`config.mk`:
```
export PLATFORM = sky130hd
export DESIGN_NAME = loader_feeder_flat
export DESIGN_NICKNAME = d
export VERILOG_FILES = /design/src/rtl/loader_pkg.sv /design/src/rtl/loader_feeder_if.sv /design/src/rtl/loader_fifo.sv /design/src/rtl/loader_feeder.sv /design/src/flat_wrapper.sv
export SDC_FILE = /design/constraint.sdc
export NUM_CORES = 1
export LEC_CHECK = 0
export CORE_ASPECT_RATIO = 0.5
export CORE_MARGIN = 5
export CORE_UTILIZATION = 27
export DETAILED_ROUTE_END_ITERATION = 12
export PLACE_DENSITY = 0.55
export SYNTH_ARGS = -nofsm -noshare
export SYNTH_HDL_FRONTEND = slang
export SYNTH_SLANG_ARGS = --single-unit
```
`constraint.sdc`:
```
create_clock -name CLK -period 3.1 [get_ports CLK]
set_input_delay 0.465 -clock CLK [delete_from_list [all_inputs] [get_ports CLK]]
set_output_delay 0.465 -clock CLK [all_outputs]
set_load 0.01 [all_outputs]
```
`src/rtl/loader_pkg.sv`:
```
// Shared constants for the loader feeder: slot timing, phase codes and FSM encoding.
package loader_pkg;

  localparam int unsigned SLOT_LEN = 4;

  typedef logic [1:0] phase_t;

  localparam phase_t PH_0    = 2'd0;
  localparam phase_t PH_1    = 2'd1;
  localparam phase_t PH_2    = 2'd2;
  localparam phase_t PH_3    = 2'd3;
  localparam phase_t PH_LAST = phase_t'(SLOT_LEN - 1);

  // Legacy encodings kept so existing decoders of the raw state bit stay valid.
  localparam logic [0:0] IDLE_ENC = 1'b0;
  localparam logic [0:0] SLOT_ENC = 1'b1;

  typedef enum logic [0:0] {
    IDLE = IDLE_ENC,
    SLOT = SLOT_ENC
  } state_t;

  function automatic int unsigned tile_width(input int unsigned nb_tiles);
    return (nb_tiles > 1) ? $clog2(nb_tiles) : 1;
  endfunction

endpackage

```
`src/rtl/loader_feeder_if.sv`:
```
// Host-side load handshake and mesh-side slot bus of the loader feeder.
interface loader_feeder_if #(
  parameter int unsigned ADDRESS_SIZE = 10,
  parameter int unsigned DATA_SIZE    = 8
);

  logic                    IN_VALID;
  logic [ADDRESS_SIZE-1:0] IN_ADDRESS;
  logic [DATA_SIZE-1:0]    IN_DATA;
  logic                    IN_READY;
  logic [ADDRESS_SIZE-1:0] ADDRESS;
  logic [DATA_SIZE-1:0]    DATA;
  logic                    SLOT_VALID;
  logic [1:0]              SLOT_PHASE;
  logic                    BUSY;
  logic                    ERR_RANGE;

  modport master (
    output IN_VALID, IN_ADDRESS, IN_DATA,
    input  IN_READY, ADDRESS, DATA, SLOT_VALID, SLOT_PHASE, BUSY, ERR_RANGE
  );

  modport slave (
    input  IN_VALID, IN_ADDRESS, IN_DATA,
    output IN_READY, ADDRESS, DATA, SLOT_VALID, SLOT_PHASE, BUSY, ERR_RANGE
  );

endinterface

```
`src/rtl/loader_fifo.sv`:
```
// Power-of-two FIFO with occupancy counter; pushes when full and pops when empty are dropped.
module loader_fifo #(
  parameter int unsigned WIDTH = 18,
  parameter int unsigned DEPTH = 4
) (
  input  logic                     CLK,
  input  logic                     RESET,
  input  logic                     push,
  input  logic                     pop,
  input  logic [WIDTH-1:0]         wr_data,
  output logic [WIDTH-1:0]         rd_data,
  output logic                     full,
  output logic                     empty,
  output logic [$clog2(DEPTH):0]   count
);

  localparam int unsigned AW = $clog2(DEPTH);
  localparam int unsigned CW = AW + 1;

  logic [WIDTH-1:0] mem [DEPTH];
  logic [AW-1:0]    wr_ptr;
  logic [AW-1:0]    rd_ptr;
  logic             do_push;
  logic             do_pop;

  always_comb begin
    full    = (count == CW'(DEPTH));
    empty   = (count == '0);
    do_push = push && !full;
    do_pop  = pop && !empty;
    rd_data = mem[rd_ptr];
  end

  // Pointers are exactly AW bits wide, so wrap modulo DEPTH is free.
  always_ff @(posedge CLK or negedge RESET) begin
    if (!RESET) begin
      wr_ptr <= '0;
      rd_ptr <= '0;
      count  <= '0;
    end else begin
      if (do_push) wr_ptr <= wr_ptr + AW'(1);
      if (do_pop)  rd_ptr <= rd_ptr + AW'(1);
      count <= count + CW'(do_push) - CW'(do_pop);
    end
  end

  always_ff @(posedge CLK) begin
    if (do_push) mem[wr_ptr] <= wr_data;
  end

endmodule

```
`src/rtl/loader_feeder.sv`:
```
// Buffers host load words and replays each one on the mesh bus for a fixed 4-cycle slot.
module loader_feeder
  import loader_pkg::*;
#(
  parameter int unsigned ADDRESS_SIZE = 10,
  parameter int unsigned DATA_SIZE    = 8,
  parameter int unsigned NB_TILES     = 4,
  parameter int unsigned FIFO_DEPTH   = 4
) (
  input logic            CLK,
  input logic            RESET,
  loader_feeder_if.slave bus
);

  localparam int unsigned TW = tile_width(NB_TILES);
  localparam int unsigned WW = ADDRESS_SIZE + DATA_SIZE;
  localparam int unsigned CW = $clog2(FIFO_DEPTH) + 1;
  localparam logic [TW:0] TILE_LIMIT = (TW + 1)'(NB_TILES);

  state_t                  state;
  phase_t                  phase;
  logic                    slot_valid;
  logic                    err_range;
  logic                    rst_done;
  logic [ADDRESS_SIZE-1:0] addr_q;
  logic [DATA_SIZE-1:0]    data_q;

  logic                    push;
  logic                    pop;
  logic                    in_ready;
  logic                    out_of_range;
  logic [TW-1:0]           tile_idx;
  logic [WW-1:0]           fifo_rd;
  logic                    fifo_full;
  logic                    fifo_empty;
  logic [CW-1:0]           fifo_count;

  // IN_READY is held low through reset by rst_done, then tracks the registered full flag.
  always_comb begin
    in_ready     = rst_done && !fifo_full;
    push         = bus.IN_VALID && in_ready;
    pop          = !fifo_empty && ((state == IDLE) || (phase == PH_LAST));
    tile_idx     = bus.IN_ADDRESS[ADDRESS_SIZE-1 -: TW];
    out_of_range = ({1'b0, tile_idx} >= TILE_LIMIT);
  end

  loader_fifo #(
    .WIDTH (WW),
    .DEPTH (FIFO_DEPTH)
  ) u_fifo (
    .CLK     (CLK),
    .RESET   (RESET),
    .push    (push),
    .pop     (pop),
    .wr_data ({bus.IN_ADDRESS, bus.IN_DATA}),
    .rd_data (fifo_rd),
    .full    (fifo_full),
    .empty   (fifo_empty),
    .count   (fifo_count)
  );

  // A pop either starts the first slot from IDLE or chains the next slot at the last phase.
  always_ff @(posedge CLK or negedge RESET) begin
    if (!RESET) begin
      state      <= IDLE;
      phase      <= PH_0;
      slot_valid <= 1'b0;
      addr_q     <= '0;
      data_q     <= '0;
      err_range  <= 1'b0;
      rst_done   <= 1'b0;
    end else begin
      rst_done <= 1'b1;
      if (push && out_of_range) err_range <= 1'b1;
      if (pop) begin
        state      <= SLOT;
        phase      <= PH_0;
        slot_valid <= 1'b1;
        addr_q     <= fifo_rd[WW-1 -: ADDRESS_SIZE];
        data_q     <= fifo_rd[DATA_SIZE-1:0];
      end else if (state == SLOT) begin
        if (phase == PH_LAST) begin
          state      <= IDLE;
          phase      <= PH_0;
          slot_valid <= 1'b0;
        end else begin
          phase <= phase + phase_t'(1);
        end
      end
    end
  end

  always_comb begin
    bus.IN_READY   = in_ready;
    bus.ADDRESS    = addr_q;
    bus.DATA       = data_q;
    bus.SLOT_VALID = slot_valid;
    bus.SLOT_PHASE = phase;
    bus.BUSY       = (fifo_count != '0) || (state == SLOT);
    bus.ERR_RANGE  = err_range;
  end

endmodule

```
`src/flat_wrapper.sv`:
```
// flat-port wrapper written by rule: the top's interface ports become plain ports
module loader_feeder_flat import loader_pkg::*;
#(
  parameter int unsigned ADDRESS_SIZE = 10,
  parameter int unsigned DATA_SIZE    = 8,
  parameter int unsigned NB_TILES     = 4,
  parameter int unsigned FIFO_DEPTH   = 4
)
  (CLK, RESET, bus_IN_VALID, bus_IN_ADDRESS, bus_IN_DATA, bus_IN_READY, bus_ADDRESS, bus_DATA, bus_SLOT_VALID, bus_SLOT_PHASE, bus_BUSY, bus_ERR_RANGE);
  loader_feeder_if #(.ADDRESS_SIZE(ADDRESS_SIZE), .DATA_SIZE(DATA_SIZE)) bus_i ();
  input logic CLK;
  input logic RESET;
  input wire logic [$bits(bus_i.IN_VALID)-1:0] bus_IN_VALID;
  input wire logic [$bits(bus_i.IN_ADDRESS)-1:0] bus_IN_ADDRESS;
  input wire logic [$bits(bus_i.IN_DATA)-1:0] bus_IN_DATA;
  output wire logic [$bits(bus_i.IN_READY)-1:0] bus_IN_READY;
  output wire logic [$bits(bus_i.ADDRESS)-1:0] bus_ADDRESS;
  output wire logic [$bits(bus_i.DATA)-1:0] bus_DATA;
  output wire logic [$bits(bus_i.SLOT_VALID)-1:0] bus_SLOT_VALID;
  output wire logic [$bits(bus_i.SLOT_PHASE)-1:0] bus_SLOT_PHASE;
  output wire logic [$bits(bus_i.BUSY)-1:0] bus_BUSY;
  output wire logic [$bits(bus_i.ERR_RANGE)-1:0] bus_ERR_RANGE;
  assign bus_i.IN_VALID = bus_IN_VALID;
  assign bus_i.IN_ADDRESS = bus_IN_ADDRESS;
  assign bus_i.IN_DATA = bus_IN_DATA;
  assign bus_IN_READY = bus_i.IN_READY;
  assign bus_ADDRESS = bus_i.ADDRESS;
  assign bus_DATA = bus_i.DATA;
  assign bus_SLOT_VALID = bus_i.SLOT_VALID;
  assign bus_SLOT_PHASE = bus_i.SLOT_PHASE;
  assign bus_BUSY = bus_i.BUSY;
  assign bus_ERR_RANGE = bus_i.ERR_RANGE;
  loader_feeder #(.ADDRESS_SIZE(ADDRESS_SIZE), .DATA_SIZE(DATA_SIZE), .NB_TILES(NB_TILES), .FIFO_DEPTH(FIFO_DEPTH)) u_core (.CLK(CLK), .RESET(RESET), .bus(bus_i));
endmodule
```
Word level (Yosys, flattened, before mapping). Memories as Yosys holds them, arrays and structs flattened. A register that Yosys moved wholly into a read port is not among the register bits. Cells that the tools add are included.

Register bits: 12. Memory bits (writable): 72. Word-level logic and storage cells: 42. Memories kept: 1.

Add/sub/neg operators: 5. Equality and inequality tests: 2. Multiplexer cells: 11. Bitwise gates (word level): 1. Reduce and logical (&&, ||, !) cells: 15.

Memories: u_core.u_fifo.mem (words 4, width 18, rd ports 1, clocked after Yosys merged registers in 1, wr ports 1, line loader_fifo.sv:20) `logic [WIDTH-1:0] mem [DEPTH];`.

Operators by type and width (number): $mux 1 (8); $add 2x1->2 const B (3); $mux 2 (3); $logic_and 1x1->1 (5); $reduce_bool 2->1 (2); $add 3x1->3 (1); $eq 3x3->1 const B (1); $logic_not 1->1 (3); $logic_not 3->1 (1); $reduce_bool 3->1 (1); $sub 3x1->3 (1); $eq 2x2->1 const B (1); $logic_or 1x1->1 (2); $reduce_and 2->1 (1); $not 1->1 (1).

Longest topological paths before layout.
Depth after elaboration: 7. Gate-level depth with buffers: 10. Mapped depth without buffers: 9.

By module. Synthesis repeated with hierarchy kept, for this count alone.

Cell total of the unflattened synthesis: 197. Area, all modules: 4027.6 um^2.

By module, submodules not included: loader_fifo (times used 1, cells an instance 135, area an instance 3071.7 um^2); loader_feeder (times used 1, cells an instance 62, area an instance 955.9 um^2).

Worst setup path after synthesis. OpenSTA, ideal clock, no wires.

Path type: register to register. Start: reg u_core.phase[0] (netlist: u_core.bus.SLOT_PHASE[0]). End: reg u_core.u_fifo.count[2]. Setup time: 0.123 ns. Data arrival time: 2.314 ns. Required time: 2.977 ns. Slack: 0.663 ns. Stages on the path, launching flop included: 11. Buffers on the path: 1. Period minus slack after synthesis: 2.437 ns. Path through: dfrtp_1 -> ha_1 -> or2b_4 -> and2_4 -> buf_12 -> ha_1 -> inv_1 -> ha_1 -> fa_1 -> xnor2_1 -> xnor2_1.

Longest elaborated chain between the ends: 5.

Ends and longest elaborated chain: start, declared (line loader_feeder.sv:21) `phase_t phase;`; start signal, assigned (line loader_feeder.sv:87) `phase <= phase + phase_t'(1);`; $eq 2x2->1 (line loader_feeder.sv:42) `pop = !fifo_empty && ((state == IDLE) || (phase == PH_LAST));`; $logic_or 1x1->1 (line loader_feeder.sv:42); $logic_and 1x1->1 (line loader_feeder.sv:42); $logic_and 1x1->1 (line loader_fifo.sv:30) `do_pop = pop && !empty;`; named net u_core.u_fifo.do_pop (line loader_fifo.sv:24) `logic do_pop;`; $sub 3x1->3 (line loader_fifo.sv:43) `count <= count + CW'(do_push) - CW'(do_pop);`; end signal, assigned (line loader_fifo.sv:43); end, declared (line loader_fifo.sv:14) `output logic [$clog2(DEPTH):0] count`.

The timed path passes the listed nets, and every way through them passes these cells. A chain may end at the register's enable or synchronous reset.

Final worst setup path.
Start: reg u_core.phase[0] (netlist: u_core.bus.SLOT_PHASE[0]). End: reg u_core.u_fifo.count[2].

Longest elaborated chain between the ends: 5.

Ends and longest elaborated chain (line): $eq 2x2->1 (loader_feeder.sv:42); $logic_or 1x1->1 (loader_feeder.sv:42); $logic_and 1x1->1 (loader_feeder.sv:42); $logic_and 1x1->1 (loader_fifo.sv:30); $sub 3x1->3 (loader_fifo.sv:43).

No other way between the ends.

==> results.sh <==
export IMPL_drv_slew=0
export IMPL_startpoint_type="register"
export IMPL_leakage_nw=1.76
export IMPL_hold_viol=0
export IMPL_first_pass_iters=2
export IMPL_nets=271
export IMPL_slowest_delay_ns=0.42
export IMPL_ctsResizeCount=0
export IMPL_ant_nets=0
export IMPL_maxCapViolCount=0
export IMPL_core_sq_um=14500
export IMPL_netlist_area_sq_um=4000
export IMPL_n_fill_cell=1342
export IMPL_seqCellArea_sq_um=2910
export IMPL_synthTopCellsByCount="72 x edfxtp_1, 30 x dfrtp_1, 18 x mux2_4, 18 x mux4_2"
export IMPL_synthFlopType="edfxtp_1"
export IMPL_tns_ns=0
export IMPL_async_flop_share_pct=29.4
export IMPL_numClockSinks=102
export IMPL_antenna_found_initial=0
export IMPL_slew_headroom_pct=35.7
export IMPL_dieArea_sq_um=17500
export IMPL_crit_fanout=20
export IMPL_grt_pass1_wl_microns=11600
export IMPL_cp_common_cell="ha_1"
export IMPL_gp_congestion=0.685
export IMPL_num_antenna_cells=0
export IMPL_postCtsSetupBuffers=0
export IMPL_synth_edf_count=72
export IMPL_hp_class="register to register"
export IMPL_peakVddDrop_mv=0.309
export IMPL_crit_arrival_ns=2.83
export IMPL_portBuffers=43
export IMPL_die_h_microns=96.0
export IMPL_fin_skew_ns=0.00723
export IMPL_place_inst=429
export IMPL_final_layout_size_suffix_gt1_share_pct=25.5
export IMPL_drc=0
export IMPL_avgViaCountPerCell=4.12
export IMPL_die_w_microns=182
export IMPL_yosys_warnings=0
export IMPL_cts_hold_buf=0
export IMPL_cts_root_buf="clkbuf_16"
export IMPL_grt_max_degree=31
export IMPL_yosys_area_top_type="edfxtp_1"
export IMPL_critPathKind="register to register"
export IMPL_fin_crit_ns=2.57
export IMPL_yosysUniqueCellTypes=29
export IMPL_finalSetupViolCount=0
export IMPL_fmax_mhz=389
export IMPL_crit_family="adder cells"
export IMPL_finalNonFillerCells=445
export IMPL_wl_microns=7260
export IMPL_setup_slack_ns=0.528
export IMPL_initialDrtViolationCount=77
export IMPL_dp_hpwl_microns=4840
export IMPL_status="completed"
export IMPL_ios=45
export IMPL_worst_pin_slew_ns=0.965
export IMPL_cts_made_buffers=9
export IMPL_clock_path_buffers=2
export IMPL_cts_htree_levels=3
export IMPL_cts_tree="yes"
export IMPL_insertion_delay_ns=0.33
export IMPL_endpoint_kind="register"
export IMPL_num_rows=31
export IMPL_avgSynthCellArea_sq_um=21.1
export IMPL_multi_input_area_sq_um=990
export IMPL_via_count=1832
export IMPL_synthCells=189
export IMPL_dp_slack_ns=0.527
export IMPL_critPathBufInv=1
export IMPL_grt_pass1_vias=2090
export IMPL_fin_crit_sh_pct=83.0
export IMPL_power_density_nw_per_um2=929
export IMPL_overflow=0
export IMPL_grtUsageTotal_pct=8.85
export IMPL_ys_seq_area_share_pct=72.9
export IMPL_crit_slowest_cell="dfrtp_1"
export IMPL_post_drt_wl_per_cell_microns=16.3
export IMPL_path_cells="ha_1 -> or2b_4 -> and2_4 -> ha_1 -> inv_1 -> ha_1 -> fa_1 -> xnor2_1 -> xnor2_1"
export IMPL_synth_top_area_share_pct=54.1
export IMPL_path_clk_slew_ns=0.07
export IMPL_rsz0062_at_grt="false"
export IMPL_syn_to_final_growth_pct=24.0
export IMPL_ys_top_cells_by_area="edfxtp_1 54%, dfrtp_1 19%, mux4_2 10%"
export IMPL_ys_ff_latch=102
export IMPL_synth_most_common_cell="edfxtp_1"
export IMPL_critPathRequiredTime_ns=3.36
export IMPL_start_util_pct=27.6
export IMPL_syn_nets=218
-- layout make-up --
type / instances / share of cell area (%)
multi-input combinational: 73 / 20.0
tap: 198 / 5.00
inverter: 7 / 0.530
sequential: 102 / 58.8
timing repair buffer: 49 / 9.59
clock inverter: 6 / 1.51
clock buffer: 10 / 4.62
-- cells in the final DEF, fill, tap and decap left out, types with 2 or more instances in the layout --
master / Yosys / final
and2_1: 4 / 4
buf_4: 1 / 6
clkbuf_16: 0 / 9
clkdlybuf4s50_1: 0 / 43
conb_1: 2 / 2
dfrtp_1: 30 / 30
edfxtp_1: 72 / 72
ha_1: 7 / 7
inv_1: 7 / 7
inv_6: 0 / 2
mux2_4: 18 / 18
mux4_2: 18 / 18
nand2_1: 3 / 3
nand2b_1: 2 / 2
xnor2_1: 4 / 4
-- power by group --
part / internal (mW) / total, mW / leakage (nW) / switching (mW)
clock network: 0.639 / 1.13 / 0.146 / 0.493
registers: 1.77 / 2.01 / 1.00 / 0.243
logic: 0.902 / 1.46 / 0.610 / 0.554
-- registers in the layout, summed over array words and instances, names as in the netlist --
name	cells
u_core.bus.ADDRESS	10
u_core.bus.DATA	8
u_core.bus.SLOT_PHASE	2
u_core.bus.SLOT_VALID	1
u_core.rst_done	1
u_core.state	1
u_core.u_fifo.count	3
u_core.u_fifo.mem	72
u_core.u_fifo.rd_ptr	2
u_core.u_fifo.wr_ptr	2
-- logic make-up (layout without fill, tap and decap cells) --
family	after synthesis	count (layout)	share of synthesized area, %
flops	102	102	72.9
mux	37	37	17.2
simple gates	16	16	2.50
buf+inv	14	72	2.35
fa+ha+maj	8	8	2.69
compound gates	5	5	1.10
xor+xnor	5	5	1.10
other cells	2	2	0.188
-- stage by stage --
stage | utilization (%) | power [mW] | cell area [sq um] | hold WS, ns
2_1_floorplan | - | 2.99 | 4000 | 0.169
3_3_place_gp | 32.2 | 3.47 | 4650 | 0.503
3_5_place_dp | 32.2 | 3.54 | 4650 | 0.499
4_1_cts | 34.3 | 4.68 | 4960 | 0.528
5_1_grt | 34.3 | 4.86 | 4960 | 0.537
6_report | 34.3 | 4.60 | 4960 | 0.520
-- final timing paths --
check	start	endpoint	slack, ns	depth (start not counted)
max	u_core.bus.SLOT_PHASE[0]	u_core.u_fifo.count[2]	0.53	9
min	u_core.bus.ADDRESS[1]	u_core.bus.ADDRESS[1]	0.52	1
max reg2reg	u_core.bus.SLOT_PHASE[0]	u_core.u_fifo.count[2]	0.53	9
min reg2reg	u_core.bus.ADDRESS[1]	u_core.bus.ADDRESS[1]	0.52	1
max in group asynchronous	RESET	u_core.bus.DATA[0]	2.24	2
min in group asynchronous	RESET	u_core.bus.DATA[6]	0.54	2
-- metal layers --
layer | vias up | track usage, % | wire length (microns)
li1 | 830 | - | -
met1 | 974 | 9.75 | 3080
met2 | 21 | 16.3 | 3750
met3 | 7 | 3.28 | 350
met4 | 0 | 2.62 | 80
met5 | - | 0 | 0
No activity file was read; power rests on OpenSTA's default activity.
